--- src/rtl/spi_apb_regif_pkg.sv ---
// Shared definitions for the SPI APB register front-end: register offsets,
// register bit positions and the transfer-sequencer state encoding.
package spi_apb_regif_pkg;

    // Register byte offsets
    localparam int OFS_CTRL   = 'h00;
    localparam int OFS_STATUS = 'h04;
    localparam int OFS_TXDATA = 'h08;
    localparam int OFS_RXDATA = 'h0C;
    localparam int OFS_IRQ_EN = 'h10;

    // CTRL field positions
    localparam int CTRL_EN       = 0;
    localparam int CTRL_MODE_LSB = 1;
    localparam int CTRL_DIV_LSB  = 3;

    // STATUS bit positions
    localparam int ST_TX_FULL  = 0;
    localparam int ST_TX_EMPTY = 1;
    localparam int ST_RX_FULL  = 2;
    localparam int ST_RX_EMPTY = 3;
    localparam int ST_ACTIVE   = 4;
    localparam int ST_RX_OVF   = 5;

    // Transfer sequencer states
    typedef enum logic [1:0] {
        IDLE      = 2'd0,
        LAUNCH    = 2'd1,
        WAIT_BUSY = 2'd2,
        WAIT_DONE = 2'd3
    } fsm_state_t;

endpackage

--- src/rtl/spi_apb_regif_sync_fifo.sv ---
// Count-based synchronous FIFO with first-word fall-through read port.
// A push into a full FIFO is accepted when a pop happens in the same cycle.
module spi_apb_regif_sync_fifo #(
    parameter int DEPTH = 8,
    parameter int WIDTH = 8
) (
    input  logic             clk,
    input  logic             rst,
    input  logic             push,
    input  logic             pop,
    input  logic [WIDTH-1:0] wdata,
    output logic [WIDTH-1:0] rdata,
    output logic             full,
    output logic             empty
);

    localparam int AW = $clog2(DEPTH);

    logic [WIDTH-1:0] mem [DEPTH];
    logic [AW-1:0]    wr_ptr;
    logic [AW-1:0]    rd_ptr;
    logic [AW:0]      count;
    logic             do_push;
    logic             do_pop;

    assign empty   = (count == '0);
    assign full    = (count == (AW+1)'(DEPTH));
    assign do_pop  = pop & ~empty;
    assign do_push = push & (~full | do_pop);
    assign rdata   = mem[rd_ptr];

    // Pointer and occupancy bookkeeping; reset flushes the queue.
    always_ff @(posedge clk) begin
        if (rst) begin
            wr_ptr <= '0;
            rd_ptr <= '0;
            count  <= '0;
        end else begin
            if (do_push) wr_ptr <= wr_ptr + AW'(1);
            if (do_pop)  rd_ptr <= rd_ptr + AW'(1);
            if (do_push & ~do_pop)
                count <= count + (AW+1)'(1);
            else if (do_pop & ~do_push)
                count <= count - (AW+1)'(1);
        end
    end

    // Storage array; slot contents are don't-care while unoccupied.
    always_ff @(posedge clk) begin
        if (do_push) mem[wr_ptr] <= wdata;
    end

endmodule

--- src/rtl/spi_apb_regif.sv ---
// APB register/FIFO front-end for spi_master: buffers TX bytes, launches one
// SPI transfer per byte, captures received bytes and raises a level interrupt.
module spi_apb_regif
    import spi_apb_regif_pkg::*;
#(
    parameter int FIFO_DEPTH = 8,
    parameter int DATA_W     = 8,
    parameter int ADDR_W     = 5
) (
    input  logic              Pclk,
    input  logic              Preset,
    input  logic              Psel,
    input  logic              Penable,
    input  logic              Pwrite,
    input  logic [ADDR_W-1:0] Paddr,
    input  logic [31:0]       Pwdata,
    output logic [31:0]       Prdata,
    output logic              Pready,
    output logic              Pslverr,
    output logic [5:0]        clk_div,
    output logic [1:0]        mode,
    output logic              enable,
    output logic [DATA_W-1:0] write_data,
    output logic              write_en,
    input  logic [DATA_W-1:0] read_data,
    input  logic              busy,
    output logic              irq
);

    fsm_state_t        state;
    logic [2:0]        irq_en;
    logic              rx_ovf;
    logic              access, wr, rd, idle;
    logic              sel_ctrl, sel_status, sel_txdata, sel_rxdata, sel_irq, mapped;
    logic              tx_full, tx_empty, rx_full, rx_empty;
    logic [DATA_W-1:0] tx_rdata, rx_rdata;
    logic              launch, done;
    logic              tx_push, tx_pop, tx_reject;
    logic              rx_push, rx_pop, rx_drop;
    logic              unused_pwdata;

    assign access = Psel & Penable;
    assign wr     = access & Pwrite;
    assign rd     = access & ~Pwrite;
    assign idle   = (state == IDLE);

    assign sel_ctrl   = (Paddr == ADDR_W'(OFS_CTRL));
    assign sel_status = (Paddr == ADDR_W'(OFS_STATUS));
    assign sel_txdata = (Paddr == ADDR_W'(OFS_TXDATA));
    assign sel_rxdata = (Paddr == ADDR_W'(OFS_RXDATA));
    assign sel_irq    = (Paddr == ADDR_W'(OFS_IRQ_EN));
    assign mapped     = sel_ctrl | sel_status | sel_txdata | sel_rxdata | sel_irq;

    // A launch pop frees a TX slot in the same cycle, so a push to a full FIFO
    // is only rejected when no launch is happening.
    assign launch    = idle & enable & ~tx_empty & ~busy;
    assign tx_pop    = launch;
    assign tx_reject = tx_full & ~tx_pop;
    assign tx_push   = wr & sel_txdata & ~tx_reject;

    // A CPU pop in the completion cycle frees the slot before the new byte lands.
    assign done    = (state == WAIT_DONE) & ~busy;
    assign rx_pop  = rd & sel_rxdata & ~rx_empty;
    assign rx_push = done & (~rx_full | rx_pop);
    assign rx_drop = done & rx_full & ~rx_pop;

    assign Pready  = 1'b1;
    assign Pslverr = access & (~mapped
                             | (Pwrite  & sel_txdata & tx_reject)
                             | (~Pwrite & sel_rxdata & rx_empty)
                             | (Pwrite  & sel_ctrl   & ~idle));

    assign irq = |(irq_en & {rx_ovf, ~rx_empty, tx_empty});

    assign unused_pwdata = ^Pwdata[31:9];

    spi_apb_regif_sync_fifo #(.DEPTH(FIFO_DEPTH), .WIDTH(DATA_W)) u_tx_fifo (
        .clk   (Pclk),
        .rst   (Preset),
        .push  (tx_push),
        .pop   (tx_pop),
        .wdata (Pwdata[DATA_W-1:0]),
        .rdata (tx_rdata),
        .full  (tx_full),
        .empty (tx_empty)
    );

    spi_apb_regif_sync_fifo #(.DEPTH(FIFO_DEPTH), .WIDTH(DATA_W)) u_rx_fifo (
        .clk   (Pclk),
        .rst   (Preset),
        .push  (rx_push),
        .pop   (rx_pop),
        .wdata (read_data),
        .rdata (rx_rdata),
        .full  (rx_full),
        .empty (rx_empty)
    );

    // Read-data mux; zero outside a read access and for erroring/write-only reads.
    always_comb begin
        Prdata = '0;
        if (rd) begin
            if (sel_ctrl) begin
                Prdata[CTRL_EN]             = enable;
                Prdata[CTRL_MODE_LSB +: 2]  = mode;
                Prdata[CTRL_DIV_LSB +: 6]   = clk_div;
            end else if (sel_status) begin
                Prdata[ST_TX_FULL]  = tx_full;
                Prdata[ST_TX_EMPTY] = tx_empty;
                Prdata[ST_RX_FULL]  = rx_full;
                Prdata[ST_RX_EMPTY] = rx_empty;
                Prdata[ST_ACTIVE]   = ~idle;
                Prdata[ST_RX_OVF]   = rx_ovf;
            end else if (sel_rxdata && !rx_empty) begin
                Prdata = 32'(rx_rdata);
            end else if (sel_irq) begin
                Prdata = 32'(irq_en);
            end
        end
    end

    // Control/config registers; CTRL is frozen while a transfer is in flight.
    always_ff @(posedge Pclk) begin
        if (Preset) begin
            enable  <= 1'b0;
            mode    <= '0;
            clk_div <= '0;
            irq_en  <= '0;
            rx_ovf  <= 1'b0;
        end else begin
            if (wr && sel_ctrl && idle) begin
                enable  <= Pwdata[CTRL_EN];
                mode    <= Pwdata[CTRL_MODE_LSB +: 2];
                clk_div <= Pwdata[CTRL_DIV_LSB +: 6];
            end
            if (wr && sel_irq) irq_en <= Pwdata[2:0];
            // A new overflow wins over a simultaneous write-1-to-clear.
            if (rx_drop)
                rx_ovf <= 1'b1;
            else if (wr && sel_status && Pwdata[ST_RX_OVF])
                rx_ovf <= 1'b0;
        end
    end

    // Transfer sequencer: pop a byte, pulse write_en once, follow busy to completion.
    always_ff @(posedge Pclk) begin
        if (Preset) begin
            state      <= IDLE;
            write_en   <= 1'b0;
            write_data <= '0;
        end else begin
            write_en <= 1'b0;
            case (state)
                IDLE: begin
                    if (launch) begin
                        state      <= LAUNCH;
                        write_en   <= 1'b1;
                        write_data <= tx_rdata;
                    end
                end
                LAUNCH:    state <= WAIT_BUSY;
                WAIT_BUSY: if (busy) state <= WAIT_DONE;
                WAIT_DONE: if (!busy) state <= IDLE;
                default:   state <= IDLE;
            endcase
        end
    end

endmodule
--- config.mk ---
export PLATFORM = sky130hd
export DESIGN_NAME = spi_apb_regif
export DESIGN_NICKNAME = d
export VERILOG_FILES = /design/src/rtl/spi_apb_regif_pkg.sv /design/src/rtl/spi_apb_regif_sync_fifo.sv /design/src/rtl/spi_apb_regif.sv
export SDC_FILE = /design/constraint.sdc
export NUM_CORES = 1
export LEC_CHECK = 0
export ABC_CLOCK_PERIOD_IN_PS = 4700
export BUFFER_PORTS_ARGS = -buffer_cell sky130_fd_sc_hd__buf_2
export CAP_MARGIN = 20
export CORE_ASPECT_RATIO = 1.25
export CORE_UTILIZATION = 37
export CTS_CLUSTER_DIAMETER = 40
export DETAILED_ROUTE_END_ITERATION = 12
export GPL_ROUTABILITY_DRIVEN = 0
export PLACE_DENSITY_LB_ADDON = 0.3
export SETUP_SLACK_MARGIN = 0.02
export SYNTH_ARGS = -nofsm -noshare
export SYNTH_HDL_FRONTEND = slang
export SYNTH_SLANG_ARGS = --single-unit
--- constraint.sdc ---
create_clock -name Pclk -period 4.7 [get_ports Pclk]
set_input_delay 0 -clock Pclk [delete_from_list [all_inputs] [get_ports Pclk]]
set_output_delay 0 -clock Pclk [all_outputs]
set_load 0.05 [all_outputs]
==> results of run 1 <==
==> layer usage <==
layer / wire, um / share of wire / vias up
li1: - / - / 2081
met3: 525 / 0.034 / 20
met2: 8342 / 0.54 / 97
met1: 6309 / 0.41 / 2180
met5: 0 / 0 / -
met4: 352 / 0.023 / 0
==> worst max-delay path by stage <==
stage,start,endpoint,slack (ns),cells after the start
2_1_floorplan,enable,u_tx_fifo.count[3],1.68,9
3_3_place_gp,state[0],u_tx_fifo.count[3],1.49,11
3_5_place_dp,state[0],u_tx_fifo.count[3],1.39,11
4_1_cts,state[0],u_tx_fifo.count[3],1.37,11
5_1_grt,state[0],u_tx_fifo.count[3],1.12,11
6_report,state[0],u_tx_fifo.count[3],1.39,11
==> sequential cells by signal, summed over array words and instances (netlist names), named ones only <==
name,cells
u_rx_fifo.mem,64
u_tx_fifo.mem,64
write_data,8
clk_div,6
u_rx_fifo.count,4
u_tx_fifo.count,4
irq_en,3
u_rx_fifo.rd_ptr,3
u_rx_fifo.wr_ptr,3
u_tx_fifo.rd_ptr,3
u_tx_fifo.wr_ptr,3
mode,2
state,2
enable,1
rx_ovf,1
write_en,1
==> what timing repair did <==
item | 4_1_cts | 5_1_grt
hold endpoints to repair | 141 | 0
buffers inserted | 0 | 0
hold buffers | 18 | 0
==> kinds of logic (layout without fill, tap and decap cells) <==
family                     count (synthesis)  in the layout  share of synthesized area
other                                      2             24                  0.0009897
xor gates and xnor gates                   7              7                   0.008079
adders and majority gates                 16             16                    0.02836
AOI/OAI and AO/OA                         57             57                    0.05474
muxes                                     68             68                     0.1430
and+or+nand+nor                          129            129                    0.09102
DFF                                      175            175                     0.6305
buffers and inverters                     59            125                    0.04336
==> per-stage QoR <==
stage	cell area, um2	utilization	hold WS (ns)
finish	8797	0.4376	0.02937
global route	8797	0.4376	0.07195
CTS	8797	0.4376	0.01136
detailed placement	8070	0.4015	0.2620
global placement	8065	0.4012	0.2469
floorplan	7671	-	0.09887
==> placed cells by master (no fill, tap or decap), types with 9 or more instances in the layout <==
master	synthesis	final
conb_1	2	24
a21oi_1	9	9
mux2i_1	33	33
inv_1	11	11
dlygate4sd3_1	0	18
ha_1	14	14
nor2_1	54	54
edfxtp_1	128	128
dfxtp_1	47	47
buf_2	8	57
nand2_1	11	11
nand3_1	9	9
mux4_2	32	32
a211oi_1	12	12
clkbuf_16	0	17
o21ai_0	11	11
==> power by group <==
group | switching [uW] | internal (uW) | total, uW
clock | 570 | 750 | 1320
sequential | 3.50 | 1660 | 1660
combinational | 107 | 38.6 | 146
==> area by class of cell <==
class | instances | area [um2] | share of cell area
Clock buffer | 25 | 465.4 | 0.05291
Clock inverter | 7 | 81.33 | 0.009245
Inverter | 11 | 41.29 | 0.004693
Multi-Input combinational cell | 301 | 2569 | 0.2920
Sequential cell | 175 | 4785 | 0.5439
Tap cell | 270 | 337.8 | 0.03840
Timing Repair Buffer | 82 | 518.0 | 0.05888
==> worst reg2reg max path, delay by kind of cell, from the launching register on <==
family,cells,cell delay [ns]
simple gates,1,0.27
compound gates,4,1.13
fa+ha+maj,3,0.92
mux,1,0.35
buf+inv,2,0.22
flops,1,0.32
==> summary.txt, run 1 <==
Global route
  • Met1 layer usage reported by global route: 0.1800
  • Grt ovf: 0
  • All-Layer GR Usage: 0.1556
  • Vias in the first global route: 4433
  • Largest net degree at the start of global routing: 54
  • Top Usage Layer GRT: met2
  • Met2 Track Usage GR: 0.2747
  • First-pass GRT wire length: 24120 um
  • Grt met3 use: 0.04117
  • Initial antenna violation count: 0

STA
  • Worst Tran Pin Value: 1.008 ns
  • Max-slew headroom: 0.3253
  • Final Setup Violations: 0
  • Final Max Tran Viols: 0
  • Final Cycle Share: 0.7047
  • Final worst setup slack: 1.388 ns
  • Clock skew: 0.01151 ns
  • RSZ-0062 raised after global routing: no
  • Setup TNS: 0 ns
  • Tmin final: 3.312 ns
  • FMAX: 0.3019 GHz
  • Fin. Hold Viols: 0

Floorplanning
  • Die Span X: 130.1 um
  • Core area: 20100 um2
  • Core Rows: 58
  • Ports: 104
  • Die area: 21090 um2
  • Die Span Y: 162.1 um
  • Initial Util: 0.3775

Synth
  • Most common cell in the netlist: edfxtp_1
  • Syn avg cell area: 14.79 um2
  • Post-synthesis cell area: 7589 um2
  • Syn. warnings: 0
  • Seq/Total Area, Yosys: 0.6305
  • Post-synth top area share: 0.5065
  • Top cells by area, synth: edfxtp_1, dfxtp_1, mux4_2
  • FFs w/ async S/R, synth: 0
  • Yosys cell types: 63
  • Seq cells post-synth: 175
  • Synth top cells by count: edfxtp_1, nor2_1, dfxtp_1
  • Post-synth top flop: edfxtp_1
  • Dominant cell type by area after synthesis: edfxtp_1
  • Post-synth EDFFs: 128
  • Mapped Cells: 513

Hold path
  • Hold worst-path end: rx_ovf
  • Hold wc startpoint: Paddr[2]
  • Kind of path behind the tightest hold check: primary input to flip-flop
  • Hold depth: 4

CTS
  • Clock buffer depth: 2
  • Post_cts resized: 0
  • Worst-Skew Late Latency: 0.42 ns
  • Inserted Clock Buffers: 17
  • CTS tree: yes
  • CTS sink count: 175
  • CTS H-tree lvls: 4
  • Clock root buffer: clkbuf_16
  • Clk slew on worst S/H paths: 0.06 ns

Worst setup path
  • Critical path type: flip-flop to flip-flop
  • Bufs and invs on worst path: 2
  • FF-to-FF setup slack: 1.39 ns
  • Worst-path fanout max: 7
  • Slowest-stage cell, CP: a2111oi_4
  • CP endpoint kind: flip-flop
  • Crit path launch type: flip-flop
  • Required time worst endpoint: 5.01 ns
  • Worst R2R Path Depth: 11
  • Critical Path Max Stage Delay: 0.66 ns
  • Arr. time, crit path: 3.62 ns
  • Crit-path cells: inv_1, ha_1, nand3b_1, a2111oi_4, ha_1, inv_1, ha_1, a21oi_1, a211oi_1, a31oi_1, mux2_2
  • Most frequent CP cell: ha_1
  • Reg2reg end: u_tx_fifo.count[3]
  • Reg-to-Reg Start: state[0]
  • Delay-heaviest family, CP: compound AO/OA/AOI/OAI gates

Detailed routing
  • Residual DRC: 0
  • Post-route ant nets: 0
  • WL/cell: 17.83 um
  • Initial DRC count: 167
  • DRT Wirelength: 15530 um
  • 1st-pass router iterations: 5
  • Vias per std cell: 5.026
  • Via count: 4378

Place
  • Placed cell count: 821
  • Port-buffer cells: 56
  • Dpl hpwl: 10720 um
  • Pre-CTS WS: 1.386 ns

Cells and area
  • Area grow syn2layout: 15.93%
  • Proportion of layout cells with a drive suffix above 1: 0.2246
  • Ant diodes: 0
  • Filler cell count: 1857
  • Nets: 655
  • Non-filler cells, final: 871

Status
  • Status: finished, final reports clean

Power and ir drop
  • Pwr per Cell Area: 355.4 nW/um2
  • Tot Pwr: 3127 uW
  • Leak: 0.002994 uW
  • Maximum VDD drop: 0.2442 mV

Flow run
  • Max-cap violations: 0
Note: power is estimated with default switching activity, not from simulation.
==> run 2, diff against run 1 <==
--- a/config.mk
+++ b/config.mk
@@ -5,7 +5,8 @@
 export SDC_FILE = /design/constraint.sdc
 export NUM_CORES = 1
 export LEC_CHECK = 0
-export ABC_CLOCK_PERIOD_IN_PS = 4700
+export ABC_AREA = 1
+export ABC_CLOCK_PERIOD_IN_PS = 3200
 export BUFFER_PORTS_ARGS = -buffer_cell sky130_fd_sc_hd__buf_2
 export CAP_MARGIN = 20
 export CORE_ASPECT_RATIO = 1.25
==> constraint.sdc (replaced) <==
create_clock -name Pclk -period 3.2 [get_ports Pclk]
set_input_delay 0 -clock Pclk [delete_from_list [all_inputs] [get_ports Pclk]]
set_output_delay 0 -clock Pclk [all_outputs]
set_load 0.05 [all_outputs]
==> summary.txt, run 2 <==
Floorplanning
  • Die Span X: 131.2 um
  • Die Span Y: 163.6 um
  • Core area: 20320 um2
  • Core Rows: 58
  • Die area: 21460 um2
  • Initial Util: 0.3802
  • Ports: 104

STA
  • Final Setup Violations: 0
  • Tmin final: 2.514 ns
  • Hold slack: 0.09435 ns
  • Fin. Hold Viols: 0
  • FMAX: 0.3977 GHz
  • Final Max Tran Viols: 0
  • RSZ-0062 raised after global routing: no
  • Setup TNS: 0 ns
  • Max-slew headroom: 0.4075
  • Final Cycle Share: 0.7857
  • Worst Tran Pin Value: 0.8878 ns
  • Clock skew: 0.01200 ns

Global route
  • Grt ovf: 0
  • All-Layer GR Usage: 0.1773
  • Vias in the first global route: 5279
  • Largest net degree at the start of global routing: 35
  • First-pass GRT wire length: 28580 um
  • Initial antenna violation count: 0

CTS
  • Clock buffer depth: 2
  • Post-CTS Setup Bufs: 0
  • CTS H-tree lvls: 4
  • CTS sink count: 175
  • Clock root buffer: clkbuf_16
  • Post_cts resized: 0
  • Worst-Skew Late Latency: 0.43 ns
  • Clk slew on worst S/H paths: 0.07 ns
  • CTS tree: yes
  • Inserted Clock Buffers: 17
  • Hold_buf cts: 19

Synth
  • Mux contribution to synthesized area: 0.001296
  • Syn. warnings: 0
  • Mapped Cells: 781
  • Largest family of logic cells by synthesized area: simple AND/OR/NAND/NOR gates
  • Share of synthesized cell area in full adder, half adder and majority cells: 0.02786
  • Syn avg cell area: 9.891 um2
  • Synth Area in Simple Gates: 0.2005
  • Compound-Gate Fraction of Synth Area: 0.07742
  • Seq/Total Area, Yosys: 0.6194
  • Top cells by area, synth: edfxtp_1, dfxtp_1, nor2_1
  • Post-synthesis cell area: 7725 um2
  • Post-synth top flop: edfxtp_1
  • Yosys cell types: 33
  • Synth top cells by count: nor2_1, edfxtp_1, nand2_1
  • Synth Area in XOR/XNOR: 0.01020
  • Most common cell in the netlist: nor2_1
  • Dominant cell type by area after synthesis: edfxtp_1
  • Seq cells post-synth: 175
  • FFs w/ async S/R, synth: 0
  • Post-synth EDFFs: 128
  • Post-synth top area share: 0.4976

Power and ir drop
  • Internal: 3843 uW
  • Clk pwr share: 0.441
  • Tot Pwr: 5063 uW
  • Leak: 0.003534 uW
  • Net Switching: 1220 uW
  • Pwr per Cell Area: 556.6 nW/um2
  • Logic pwr share: 0.071
  • Sw Share: 0.2409
  • Share of power burned in registers: 0.488
  • Maximum VDD drop: 0.4102 mV

Worst setup path
  • Critical Path Max Stage Delay: 0.37 ns
  • Slowest-stage cell, CP: nand2_1
  • Crit-path cells: nor2_1, nand3_1, nand2_1, inv_1, nand3_1, nand2_1, a21oi_1, buf_2
  • Arr. time, crit path: 2.51 ns
  • Reg2reg end: u_tx_fifo.count[3]
  • Delay-heaviest family, CP: simple AND/OR/NAND/NOR gates
  • Reg-to-Reg Start: state[0]
  • CP endpoint kind: output port
  • Critical path type: flip-flop to output port
  • Worst R2R Path Depth: 15
  • FF-to-FF setup slack: 0.75 ns
  • Crit path launch type: flip-flop
  • Required time worst endpoint: 3.20 ns
  • Worst-path fanout max: 7
  • Bufs and invs on worst path: 2

Detailed routing
  • WL/cell: 15.91 um
  • Post-route ant nets: 0
  • Metal2 WL: 9369 um
  • Met3 WL: 837 um
  • Top Metal Used: met4
  • Residual DRC: 0
  • DRT Wirelength: 18270 um
  • Vias per std cell: 4.855
  • Via count: 5573
  • Routed metal-1 wirelength: 7710 um
  • 1st-pass router iterations: 4
  • Initial DRC count: 371

Cells and area
  • Proportion of layout cells with a drive suffix above 1: 0.1469
  • Most frequent cells in the layout: nor2_1, edfxtp_1, nand2_1
  • Area grow syn2layout: 17.75%
  • Top flop regs: u_rx_fifo.mem (64), u_tx_fifo.mem (64), write_data (8)
  • Core Util, Final: 0.4477
  • Nets: 932
  • Ant diodes: 0
  • Non-filler cells, final: 1148
  • Commonest non-fill, non-tap cell in the layout: nor2_1

Status
  • Status: finished, final reports clean

Hold path
  • Hold worst-path end: clk_div[0]
  • Hold depth: 5
  • Kind of path behind the tightest hold check: primary input to flip-flop
  • Hold wc startpoint: Psel

Flow run
  • Max-cap violations: 0

Place
  • Dpl hpwl: 12100 um
  • Placed cell count: 1097
  • Port-buffer cells: 56
run 2: cell count changes after synthesis, moves of 31 or more:
cell and delta:
nand2_1 +107, nor2_1 +90, nand3_1 +61, o21ai_0 +61, mux2i_1 -32, mux4_2 -32
a21oi_1 +31
run 2: cell families (layout without fill, tap and decap cells):
family                     after synthesis  in the layout
muxes                                    1              1
other                                    2             24
adders and majority gates               16             16
DFF                                    175            175
xor gates and xnor gates                 9              9
AOI/OAI and AO/OA                      118            118
and+or+nand+nor                        360            360
buffers and inverters                  100            175
run 2: worst min-delay path, cell delays in order:
cell and delay (ns):
buf_2 0.11, nand3_2 0.12, nor3_4 0.09, o21ai_1 0.11, nor2_1 0.05
run 2: power by group through the flow:
stage / sequential [uW] / combinational [uW] / clock (uW)
after floorplan: 2520 / 266 / 0
after global placement: 2520 / 335 / 0
after detailed placement: 2520 / 342 / 0
after CTS: 2470 / 361 / 2260
after global routing: 2470 / 409 / 2370
final: 2470 / 359 / 2230
run 2: per-stage QoR:
| stage | cell area, um2 | setup slack, ns |
|---|---|---|
| detailed placement | 8270 | 0.7690 |
| global route | 9096 | 0.4765 |
| finish | 9096 | 0.6858 |
| global placement | 8270 | 0.7891 |
| floorplan | 7807 | 0.8339 |
| CTS | 9096 | 0.7169 |
run 2: worst max path at each step:
stage	from	endpoint	slack, ns	cells after the start
3_5_place_dp	state[0]	u_tx_fifo.count[3]	0.77	15
5_1_grt	state[0]	u_tx_fifo.count[3]	0.48	15
2_1_floorplan	enable	u_tx_fifo.count[3]	0.83	13
4_1_cts	u_rx_fifo.count[1]	Prdata[2]	0.72	8
3_3_place_gp	u_rx_fifo.count[1]	u_rx_fifo.count[3]	0.79	15
6_report	u_rx_fifo.count[1]	Prdata[2]	0.69	8
run 2: final cells by class:
type / instances / area, um2
multi-input combinational: 528 / 2541
timing repair buffer: 94 / 613.1
sequential: 175 / 4785
fill: 1941 / 11220
clock inverter: 13 / 192.7
tap: 270 / 337.8
inverter: 49 / 183.9
clock buffer: 19 / 442.9
run 2: routing by layer:
layer / global-route usage / vias to the layer above
met3: 0.02886 / 24
met4: 0.07433 / 0
met1: 0.2147 / 2634
met2: 0.3126 / 160
li1: - / 2755
met5: 0 / -
